$ cat src/rtl/gate_test_pkg.sv
// -----------------------------------------------------------------------------
// gate_test_pkg
// Shared constants for the gate self-test slice:
//   - FSM state encoding used by gate_exerciser
//   - number of input combinations driven into a 2-input gate
//   - expected truth tables for common gates; bit index = {a,b}
//   - helper that picks the expected gate output for one combination
// -----------------------------------------------------------------------------
package gate_test_pkg;

    // FSM encoding
    localparam logic [1:0] ST_IDLE = 2'd0;
    localparam logic [1:0] ST_RUN  = 2'd1;
    localparam logic [1:0] ST_DONE = 2'd2;

    // A 2-input gate has four input combinations
    localparam int NUM_COMBOS = 4;
    localparam int IDX_W      = 2;

    // Expected output tables, bit {a,b}
    localparam logic [3:0] TT_AND  = 4'b1000;
    localparam logic [3:0] TT_OR   = 4'b1110;
    localparam logic [3:0] TT_XOR  = 4'b0110;
    localparam logic [3:0] TT_NAND = 4'b0111;

    // Expected gate output for combination idx under truth table tt
    function automatic logic truth_bit(input logic [3:0] tt, input logic [IDX_W-1:0] idx);
        return tt[idx];
    endfunction

endpackage

$ cat src/rtl/gate_hold_timer.sv
// -----------------------------------------------------------------------------
// gate_hold_timer
// Hold-window counter for gate_exerciser. Counts cycles within the current
// input-combination window and raises last_o during the final cycle of the
// window (count == HOLD_CYCLES-1). last_o is computed from the next count and
// registered, so it lines up exactly with the count register.
// Ports:
//   clk      in  system clock, rising edge
//   rst_n    in  asynchronous active-low reset
//   clear_i  in  restart the window (count returns to 0 at the next edge)
//   en_i     in  advance the count by one at the next edge
//   last_o   out high while the count equals HOLD_CYCLES-1
// -----------------------------------------------------------------------------
module gate_hold_timer
    import gate_test_pkg::*;
#(
    parameter int HOLD_CYCLES = 4
) (
    input  logic clk,
    input  logic rst_n,
    input  logic clear_i,
    input  logic en_i,
    output logic last_o
);

    localparam int                CNT_W    = $clog2(HOLD_CYCLES + 1);
    localparam logic [CNT_W-1:0]  LAST_VAL = CNT_W'(HOLD_CYCLES - 1);
    localparam logic [CNT_W-1:0]  CNT_ZERO = {CNT_W{1'b0}};

    logic [CNT_W-1:0] cnt_q;
    logic [CNT_W-1:0] cnt_d;
    logic             last_q;
    logic             last_d;

    // Next count and look-ahead compare against the window end
    always_comb begin
        cnt_d = cnt_q;
        if (clear_i) begin
            cnt_d = CNT_ZERO;
        end else if (en_i) begin
            cnt_d = cnt_q + CNT_W'(1);
        end else begin
            cnt_d = cnt_q;
        end
        last_d = (cnt_d == LAST_VAL);
    end

    // Count and window-end flag registers; with HOLD_CYCLES=1 every cycle is a window end
    always_ff @(posedge clk or negedge rst_n) begin
        if (!rst_n) begin
            cnt_q  <= CNT_ZERO;
            last_q <= (LAST_VAL == CNT_ZERO);
        end else begin
            cnt_q  <= cnt_d;
            last_q <= last_d;
        end
    end

    assign last_o = last_q;

endmodule

$ cat src/rtl/gate_exerciser.sv
// -----------------------------------------------------------------------------
// gate_exerciser
// Self-running stimulus/check stage for a 2-input combinational gate. On start
// it drives {a,b} = 00, 01, 10, 11, holding each for HOLD_CYCLES cycles, samples
// gate_out once in the last cycle of each window and compares it with TRUTH.
// Results (mismatch count, per-combination fail flags, pass) hold until the next
// start or reset; done pulses for one cycle when a run completes.
// Ports:
//   clk        in   system clock, rising edge
//   rst_n      in   asynchronous active-low reset (abandons a run, no done)
//   start      in   begin a run; only honoured in IDLE
//   a, b       out  gate inputs
//   gate_out   in   output of the gate under test
//   busy       out  high while a run is in progress
//   done       out  one-cycle pulse at run completion
//   pass       out  last completed run had zero mismatches
//   err_count  out  mismatches in the last or current run (0..4)
//   fail_vec   out  bit i set if combination i mismatched
// -----------------------------------------------------------------------------
module gate_exerciser
    import gate_test_pkg::*;
#(
    parameter int         HOLD_CYCLES = 4,
    parameter logic [3:0] TRUTH       = TT_AND
) (
    input  logic       clk,
    input  logic       rst_n,
    input  logic       start,
    output logic       a,
    output logic       b,
    input  logic       gate_out,
    output logic       busy,
    output logic       done,
    output logic       pass,
    output logic [2:0] err_count,
    output logic [3:0] fail_vec
);

    logic [1:0]       state_q, state_d;
    logic [IDX_W-1:0] idx_q,   idx_d;
    logic             a_q,     a_d;
    logic             b_q,     b_d;
    logic             busy_q,  busy_d;
    logic             done_q,  done_d;
    logic             pass_q,  pass_d;
    logic [2:0]       err_q,   err_d;
    logic [3:0]       fail_q,  fail_d;

    logic             sample_s;
    logic             timer_clear_s;
    logic             timer_en_s;
    logic             mismatch_s;

    gate_hold_timer #(
        .HOLD_CYCLES (HOLD_CYCLES)
    ) u_hold_timer (
        .clk     (clk),
        .rst_n   (rst_n),
        .clear_i (timer_clear_s),
        .en_i    (timer_en_s),
        .last_o  (sample_s)
    );

    // Timer runs only in RUN and restarts at every window end, so it is at 0
    // when a new window (or a new run) begins
    always_comb begin
        timer_en_s    = 1'b0;
        timer_clear_s = 1'b1;
        if (state_q == ST_RUN) begin
            timer_en_s    = 1'b1;
            timer_clear_s = sample_s;
        end else begin
            timer_en_s    = 1'b0;
            timer_clear_s = 1'b1;
        end
    end

    // Compare sampled gate output against the expected table entry
    always_comb begin
        mismatch_s = (gate_out != truth_bit(TRUTH, idx_q));
    end

    // FSM, combination index and scoreboard next-state
    always_comb begin
        state_d = state_q;
        idx_d   = idx_q;
        a_d     = a_q;
        b_d     = b_q;
        busy_d  = busy_q;
        done_d  = 1'b0;
        pass_d  = pass_q;
        err_d   = err_q;
        fail_d  = fail_q;

        case (state_q)
            ST_IDLE: begin
                a_d    = 1'b0;
                b_d    = 1'b0;
                busy_d = 1'b0;
                if (start) begin
                    state_d = ST_RUN;
                    idx_d   = {IDX_W{1'b0}};
                    err_d   = 3'd0;
                    fail_d  = 4'b0000;
                    busy_d  = 1'b1;
                end else begin
                    state_d = ST_IDLE;
                end
            end

            ST_RUN: begin
                if (sample_s) begin
                    if (mismatch_s) begin
                        // Four samples at most, so a 3-bit count cannot wrap
                        err_d         = err_q + 3'd1;
                        fail_d[idx_q] = 1'b1;
                    end else begin
                        err_d = err_q;
                    end

                    if (idx_q == IDX_W'(NUM_COMBOS - 1)) begin
                        // pass uses the count including this final sample
                        state_d = ST_DONE;
                        done_d  = 1'b1;
                        busy_d  = 1'b0;
                        pass_d  = (err_d == 3'd0);
                        a_d     = 1'b0;
                        b_d     = 1'b0;
                    end else begin
                        idx_d      = idx_q + IDX_W'(1);
                        {a_d, b_d} = idx_d;
                    end
                end else begin
                    state_d = ST_RUN;
                end
            end

            ST_DONE: begin
                // Single-cycle state; start is ignored here
                state_d = ST_IDLE;
                a_d     = 1'b0;
                b_d     = 1'b0;
                busy_d  = 1'b0;
            end

            default: begin
                state_d = ST_IDLE;
                idx_d   = {IDX_W{1'b0}};
                a_d     = 1'b0;
                b_d     = 1'b0;
                busy_d  = 1'b0;
            end
        endcase
    end

    // State and output registers
    always_ff @(posedge clk or negedge rst_n) begin
        if (!rst_n) begin
            state_q <= ST_IDLE;
            idx_q   <= {IDX_W{1'b0}};
            a_q     <= 1'b0;
            b_q     <= 1'b0;
            busy_q  <= 1'b0;
            done_q  <= 1'b0;
            pass_q  <= 1'b0;
            err_q   <= 3'd0;
            fail_q  <= 4'b0000;
        end else begin
            state_q <= state_d;
            idx_q   <= idx_d;
            a_q     <= a_d;
            b_q     <= b_d;
            busy_q  <= busy_d;
            done_q  <= done_d;
            pass_q  <= pass_d;
            err_q   <= err_d;
            fail_q  <= fail_d;
        end
    end

    assign a         = a_q;
    assign b         = b_q;
    assign busy      = busy_q;
    assign done      = done_q;
    assign pass      = pass_q;
    assign err_count = err_q;
    assign fail_vec  = fail_q;

endmodule

$ cat config.mk
export PLATFORM = sky130hd
export DESIGN_NAME = gate_exerciser
export DESIGN_NICKNAME = d
export VERILOG_FILES = /design/src/rtl/gate_test_pkg.sv /design/src/rtl/gate_hold_timer.sv /design/src/rtl/gate_exerciser.sv
export SDC_FILE = /design/constraint.sdc
export NUM_CORES = 1
export LEC_CHECK = 0
export ABC_AREA = 0
export CORE_ASPECT_RATIO = 1.25
export CORE_UTILIZATION = 46
export CTS_CLUSTER_DIAMETER = 100
export DETAILED_ROUTE_END_ITERATION = 16
export PLACE_DENSITY_LB_ADDON = 0.08
export SETUP_SLACK_MARGIN = 0.5
export SYNTH_ARGS = -nofsm -noshare
export SYNTH_HDL_FRONTEND = slang
export SYNTH_SLANG_ARGS = --single-unit
$ cat constraint.sdc
create_clock -name clk -period 1.4 [get_ports clk]
set_clock_uncertainty 0.05 [all_clocks]
set_input_delay 0.35 -clock clk [delete_from_list [all_inputs] [get_ports clk]]
set_output_delay 0.35 -clock clk [all_outputs]
set_load 0.01 [all_outputs]
Word level (Yosys, flattened, before mapping)
Index checks and enable logic that the tools add are counted.
{"block": "totals", "reg_bits": 20, "output_inout_bits": 12}
{"block": "op_classes", "n_addsub": 3, "order_cmp": 2, "n_eq_ne": 11, "n_mux": 39, "bitwise": 2, "reduce_logical": 9}
{"cell": "2-to-1 mux 3 bit", "n": 7}
{"cell": "2-to-1 mux 1 bit", "n": 17}
{"cell": "2-to-1 mux 4 bit", "n": 3}
{"cell": "2-to-1 mux 2 bit", "n": 5}
{"cell": "case mux 4 bit (2 select lines)", "n": 1}
{"cell": "AND reduction 4 bit", "n": 2}
{"cell": "adder 3 x 1 -> 3 bit, second input constant", "n": 2}
{"cell": "!= test 2 bit, second input constant", "n": 3}
{"cell": "case mux 2 bit (3 select lines)", "n": 1}
{"cell": "case mux 3 bit (2 select lines)", "n": 1}
{"cell": "AND reduction 3 bit", "n": 2}
{"cell": "== test 2 bit, second input constant", "n": 2}
{"cell": "!= test 2 x 1 -> 1 bit, second input constant", "n": 2}
{"cell": "bitwise OR 4 bit", "n": 1}
{"cell": "case mux 2 bit (2 select lines)", "n": 1}
{"cell": "== test 3 x 2 -> 1 bit, second input constant", "n": 1}
{"cell": "zero test 3 bit", "n": 1}
{"cell": "less-than comparator 2 x 3 -> 1 bit, second input constant", "n": 1}
{"cell": "!= test 3 bit, second input constant", "n": 1}
{"cell": "adder 2 x 1 -> 2 bit, second input constant", "n": 1}
{"cell": "binary-select mux 1 bit (select 2 bit)", "n": 1}
{"cell": "demux 1 bit (select 2 bit)", "n": 1}
{"cell": "== test 2 x 1 -> 1 bit, second input constant", "n": 1}
{"cell": "greater-or-equal comparator 2 x 1 -> 1 bit, second input constant", "n": 1}
{"cell": "other kinds (7)", "n": 7}

Logic depth before layout (Yosys ltp)
{"block": "depth", "word_depth": 8, "depth_mapped": 4}

Modules after synthesis
A second synthesis with hierarchy kept.
{"block": "hier_totals", "cells_unflattened": 85, "hier_area_um2": 968.4}
{"module": "gate_exerciser", "instances": 1, "cells_per_inst": 70, "area_per_inst_um2": 774.5}
{"module": "gate_hold_timer", "instances": 1, "cells_per_inst": 15, "area_per_inst_um2": 193.9}

Worst setup path after synthesis
OpenSTA, ideal clock, no wires.
{"block": "synth_timing", "kind": "flip-flop to flip-flop", "start": "register idx_q[0]", "end": "register err_q[1] (netlist: err_count[1])", "t_arrival_ps": 1398, "required_ps": 1232, "path_slack_ps": -166, "path_stages_with_launch": 5, "n_path_buf": 0, "path_cell_list": "dfrtp_1 > ha_1 > xnor2_1 > mux2_4 > a21o_1"}
{"block": "synth_via", "elab_chain_cells": 8}
{"element": "start, declared", "line": "gate_exerciser.sv:40", "rtl": "logic [IDX_W-1:0] idx_q, idx_d;"}
{"element": "start signal, assigned", "line": "gate_exerciser.sv:160", "rtl": "idx_q <= {IDX_W{1'b0}};"}
{"element": "start signal, assigned", "line": "gate_exerciser.sv:170", "rtl": "idx_q <= idx_d;"}
{"element": "binary-select mux 1 bit (select 2 bit)", "line": "gate_test_pkg.sv:28", "rtl": "return tt[idx];"}
{"element": "2-to-1 mux 1 bit (not written as such)", "line": "gate_test_pkg.sv:28"}
{"element": "!= test 1 bit", "line": "gate_exerciser.sv:80", "rtl": "mismatch_s = (gate_out != truth_bit(TRUTH, idx_q));"}
{"element": "2-to-1 mux 3 bit", "line": "gate_exerciser.sv:113", "rtl": "if (mismatch_s) begin"}
{"element": "2-to-1 mux 3 bit", "line": "gate_exerciser.sv:112", "rtl": "if (sample_s) begin"}
{"element": "2-to-1 mux 3 bit", "line": "gate_exerciser.sv:95", "rtl": "case (state_q)"}
{"element": "2-to-1 mux 3 bit", "line": "gate_exerciser.sv:112"}
{"element": "case mux 3 bit (2 select lines)", "line": "gate_exerciser.sv:95"}
{"element": "end signal, assigned", "line": "gate_exerciser.sv:176", "rtl": "err_q <= err_d;"}
{"element": "end, declared", "line": "gate_exerciser.sv:46", "rtl": "logic [2:0] err_q, err_d;"}
Every way passes these cells. The select of a mux whose other input is x is not followed.
A chain may end at the register's enable or synchronous reset.

Final worst setup path
{"block": "layout_timing", "start": "register idx_q[1]", "end": "register pass_q (netlist: pass)"}
{"block": "layout_via", "elab_chain_cells": 7}
{"element": "binary-select mux 1 bit (select 2 bit)", "line": "gate_test_pkg.sv:28"}
{"element": "2-to-1 mux 1 bit (not written as such)", "line": "gate_test_pkg.sv:28"}
{"element": "!= test 1 bit", "line": "gate_exerciser.sv:80"}
{"element": "2-to-1 mux 3 bit", "line": "gate_exerciser.sv:113"}
{"element": "2-to-1 mux 3 bit", "line": "gate_exerciser.sv:112"}
{"element": "2-to-1 mux 3 bit", "line": "gate_exerciser.sv:95"}
{"element": "zero test 3 bit", "line": "gate_exerciser.sv:126", "rtl": "pass_d = (err_d == 3'd0);"}
{"element": "end signal, assigned", "line": "gate_exerciser.sv:175", "rtl": "pass_q <= pass_d;"}
{"element": "end, declared", "line": "gate_exerciser.sv:45", "rtl": "logic pass_q, pass_d;"}
Several ways; a longest one is shown, not always the timed one. The select of a mux whose other input is x is not followed.

==> flow_summary_export.csv <==
group,metric,value,unit
outcome,status,"finished with violations",
outcome,failed_checks,"setup timing",
worst_setup_path,slowest_stage,"dfrtp_1",
floorplan,core,1982,sq um
worst_setup_path,slowest_delay,0.44,ns
floorplan,rows,18,
worst_setup_path,crit_family,"flip-flops",
global_routing,grt_first_pass_wirelength,3477,um
synth,ys_ff_latch,20,
route,dr.pass1.iters,4,
cells_and_area,postLayoutCellArea,1490,sq um
sta,final-setup-viol-count,4,
global_routing,grt_overflow,0,
clock_tree,cts.sink_count,20,
route,wl_per_cell,13.97,um
global_routing,grt_max_degree,21,
synth,synth_flop_cell,"dfrtp_1",
worst_setup_path,cp_cell_sequence,"ha_4, xnor2_4, mux2_4, o31ai_2",
job,max-cap-violations,0,
clock_tree,clock_path_buffers,2,
cells_and_area,area_growth,52.89,%
hold_path,holdCritPathClass,"input port to async pin",
worst_setup_path,rr_worst_depth,4,
route,drt_iter0_markers,9,
worst_setup_path,worst_ep_required_time,1.57,ns
clock_tree,clkTransAtPathRegs,0.11,ns
clock_tree,cts_tree,"built",
clock_tree,numCtsBuffers,3,
worst_setup_path,path_buf_inv,0,
synth,synthesis.area,974.7,sq um
pwr,power_switching,1.051,mW
pwr,power_frac_seq,32.1,%
floorplan,die_area,2308,sq um
sta,period_share,105.7,%
synth,syn-num-nets,96,
worst_setup_path,cp-startpoint,"idx_q[1]",
sta,rsz0062_at_grt,"true",
cells_and_area,layout.cells.non_filler,148,
worst_setup_path,worstSetupPathType,"flip-flop to flip-flop",
worst_setup_path,worstPathArrival,1.65,ns
worst_setup_path,r2r_end,"pass",
cells_and_area,final_layout_size_suffix_gt1_share,51.56,%
sta,slew_viol_final,0,
place,hpwl,1351,um
pwr,comb_power_share,58.8,%
clock_tree,h-tree-depth,1,
route,vias,757,
floorplan,fp.dieW,43.17,um
place,globalplace.congestion,0.7561,
synth,synthCells,85,
cells_and_area,antenna_cells,0,
worst_setup_path,start_kind,"flip-flop",
place,dpl_cell_area,1261,sq um
floorplan,fp.dieH,53.47,um
place,port_buffers,15,
global_routing,antenna_found_initial,0,
synth,postSynth.asyncResetShare,100.0,%
pwr,intPower,1.888,mW
route,dr_wl_met3,60,um
global_routing,grt_use_total,20.50,%
route,ant_nets,0,
pwr,swShare,35.76,%
pwr,power.leakage,0.7422,nW
place,dp_worst_setup_slack,-0.4337,ns
synth,syn_area_per_cell,11.47,sq um
route,post-route-drc-count,0,
route,top_layer,"met4",
sta,fmax,0.6756,GHz
sta,tightest_slew,0.3011,ns
clock_tree,cts_root_buffer,"clkbuf_4",
route,vias_per_cell,5.115,
synth,ys_seq_area_share,51.35,%
route,wl_met1,934,um
cells_and_area,final_util,75.19,%
synth,ys_warn_count,0,
pwr,worst_ir_drop_vdd,1299,uV
sta,worst_slack,-0.08011,ns
sta,hold_viol,0,
worst_setup_path,crit_end,"pass",
floorplan,io_pins,16,
pwr,p_clk_share,9.1,%
global_routing,grt_pass1_vias,785,
route,wl_met2,1051,um
synth,synth_edf_count,0,
cells_and_area,fillers,138,
route,wl,2067,um
pwr,power_density,1973,nW/um^2
worst_setup_path,r2r_setup_slack,-0.08,ns
worst_setup_path,cp_max_fo,3,
worst_setup_path,endpoint_kind,"flip-flop",
clock_tree,insertion_delay,0.30,ns
worst_setup_path,rr_startpoint,"idx_q[1]",
sta,fin_crit,1.480,ns
place,dp_cells,128,
floorplan,start_util,49.18,%
cells_and_area,finalNetCount,141,
synth,synth.distinct_cells,29,
worst_setup_path,path_depth,4,
sta,slew_headroom,79.93,%
## worst min-delay path by stage
stage / start / to / depth (start not counted)
4_1_cts: rst_n / fail_vec[2] / 2
2_1_floorplan: rst_n / a / 0
3_5_place_dp: u_hold_timer.cnt_q[0] / u_hold_timer.cnt_q[0] / 1
5_1_grt: rst_n / done / 2
6_report: rst_n / err_count[0] / 2
3_3_place_gp: u_hold_timer.cnt_q[0] / u_hold_timer.cnt_q[0] / 1
## stage by stage
| step | hold slack (ns) | power [mW] | setup TNS, ns |
|---|---|---|---|
| final | 0.3278 | 2.940 | -0.1569 |
| after global routing | 0.3507 | 3.168 | -0.4793 |
| after CTS | 0.3271 | 2.696 | -0.2796 |
| after detailed placement | 0.3948 | 2.247 | -3.074 |
| after global placement | 0.3861 | 2.217 | -2.937 |
| after floorplan | 0.004409 | 1.752 | -0.1174 |
## logic make-up after synthesis
logic type               count (synthesis)  share of synthesized area [%]
multiplexers                             3                          3.594
adder cells (fa/ha/maj)                  7                          8.985
flip-flops                              20                          51.35
XOR/XNOR                                 5                          5.904
AO/OA/AOI/OAI                           17                          12.84
buffers and inverters                    9                          3.722
AND/OR/NAND/NOR                         24                          13.61
## registers in the layout (all words and copies together), names as in the netlist
signal,flops
idx_q,2
err_count,3
fail_vec,4
pass,1
state_q,2
a,1
u_hold_timer.cnt_q,3
u_hold_timer.last_o,1
b,1
busy,1
done,1
## cells in the final DEF (no fill, tap or decap), types with 2 or more instances in the layout
cell | netlist | layout
buf_6 | 0 | 9
inv_1 | 6 | 3
buf_4 | 0 | 19
inv_2 | 0 | 3
dlygate4sd2_1 | 0 | 2
o21a_1 | 2 | 2
buf_2 | 2 | 12
o21ai_0 | 4 | 2
xnor2_4 | 0 | 3
dfrtp_1 | 20 | 19
o22ai_1 | 2 | 2
nor3b_2 | 0 | 2
o21ai_1 | 0 | 2
ha_4 | 0 | 2
nand2_1 | 4 | 4
nor3_4 | 0 | 2
ha_2 | 0 | 2
nand2b_1 | 4 | 2
clkbuf_4 | 0 | 3
a21o_1 | 2 | 2
ha_1 | 7 | 3
nor2_1 | 5 | 4
mux2i_1 | 2 | 2
a22o_1 | 3 | 3
nand2b_4 | 0 | 2
## power groups by stage
stage	combinational, mW	clock (mW)	sequential, mW
detailed placement	1.29	0	0.959
global placement	1.27	0	0.950
CTS	1.50	0.274	0.917
global route	1.91	0.290	0.968
finish	1.73	0.267	0.943
floorplan	0.740	0	1.01
## area by class of cell
type | instances | area [sq um] | area share [%]
well taps | 20 | 25.02 | 1.679
clock buffers | 3 | 22.52 | 1.511
multi-input cells | 56 | 586.8 | 39.38
flip-flops and latches | 20 | 501.7 | 33.67
inverters | 6 | 22.52 | 1.511
repair buffers | 43 | 331.6 | 22.25
## Yosys cell counts, drive strengths merged, types with 2 or more instances
cell | n | area, sq um
a21o | 2 | 15.01
nor3 | 2 | 10.01
inv | 6 | 22.52
o21ai | 4 | 20.02
o22ai | 2 | 12.51
mux2i | 2 | 20.02
xnor2 | 4 | 35.03
o21a | 2 | 15.01
nor3b | 2 | 15.01
dfrtp | 20 | 500.5
and3 | 2 | 12.51
nand2b | 4 | 25.02
nand2 | 4 | 15.01
ha | 7 | 87.58
nor2 | 5 | 18.77
a22o | 3 | 26.28
buf | 2 | 10.01
## per-layer routing
| layer | vias up | GRT usage (%) |
|---|---|---|
| li1 | 385 | - |
| met1 | 354 | 25.11 |
| met2 | 16 | 36.57 |
| met3 | 2 | 4.096 |
| met4 | 0 | 5.051 |
| met5 | - | 0 |
## worst register-to-register path, stage by stage (launching register included)
cell	delay, ns
dfrtp_1	0.44
ha_4	0.20
xnor2_4	0.17
mux2_4	0.33
o31ai_2	0.22
## timing repair
action	in CTS	in global routing
setup buffers	12	5
endpoints found under the setup margin	32	32
pin swaps	8	4
hold buffers	0	0
resized for setup	66	13
hold endpoints to repair	0	0
(Power assumes the default switching activity.)
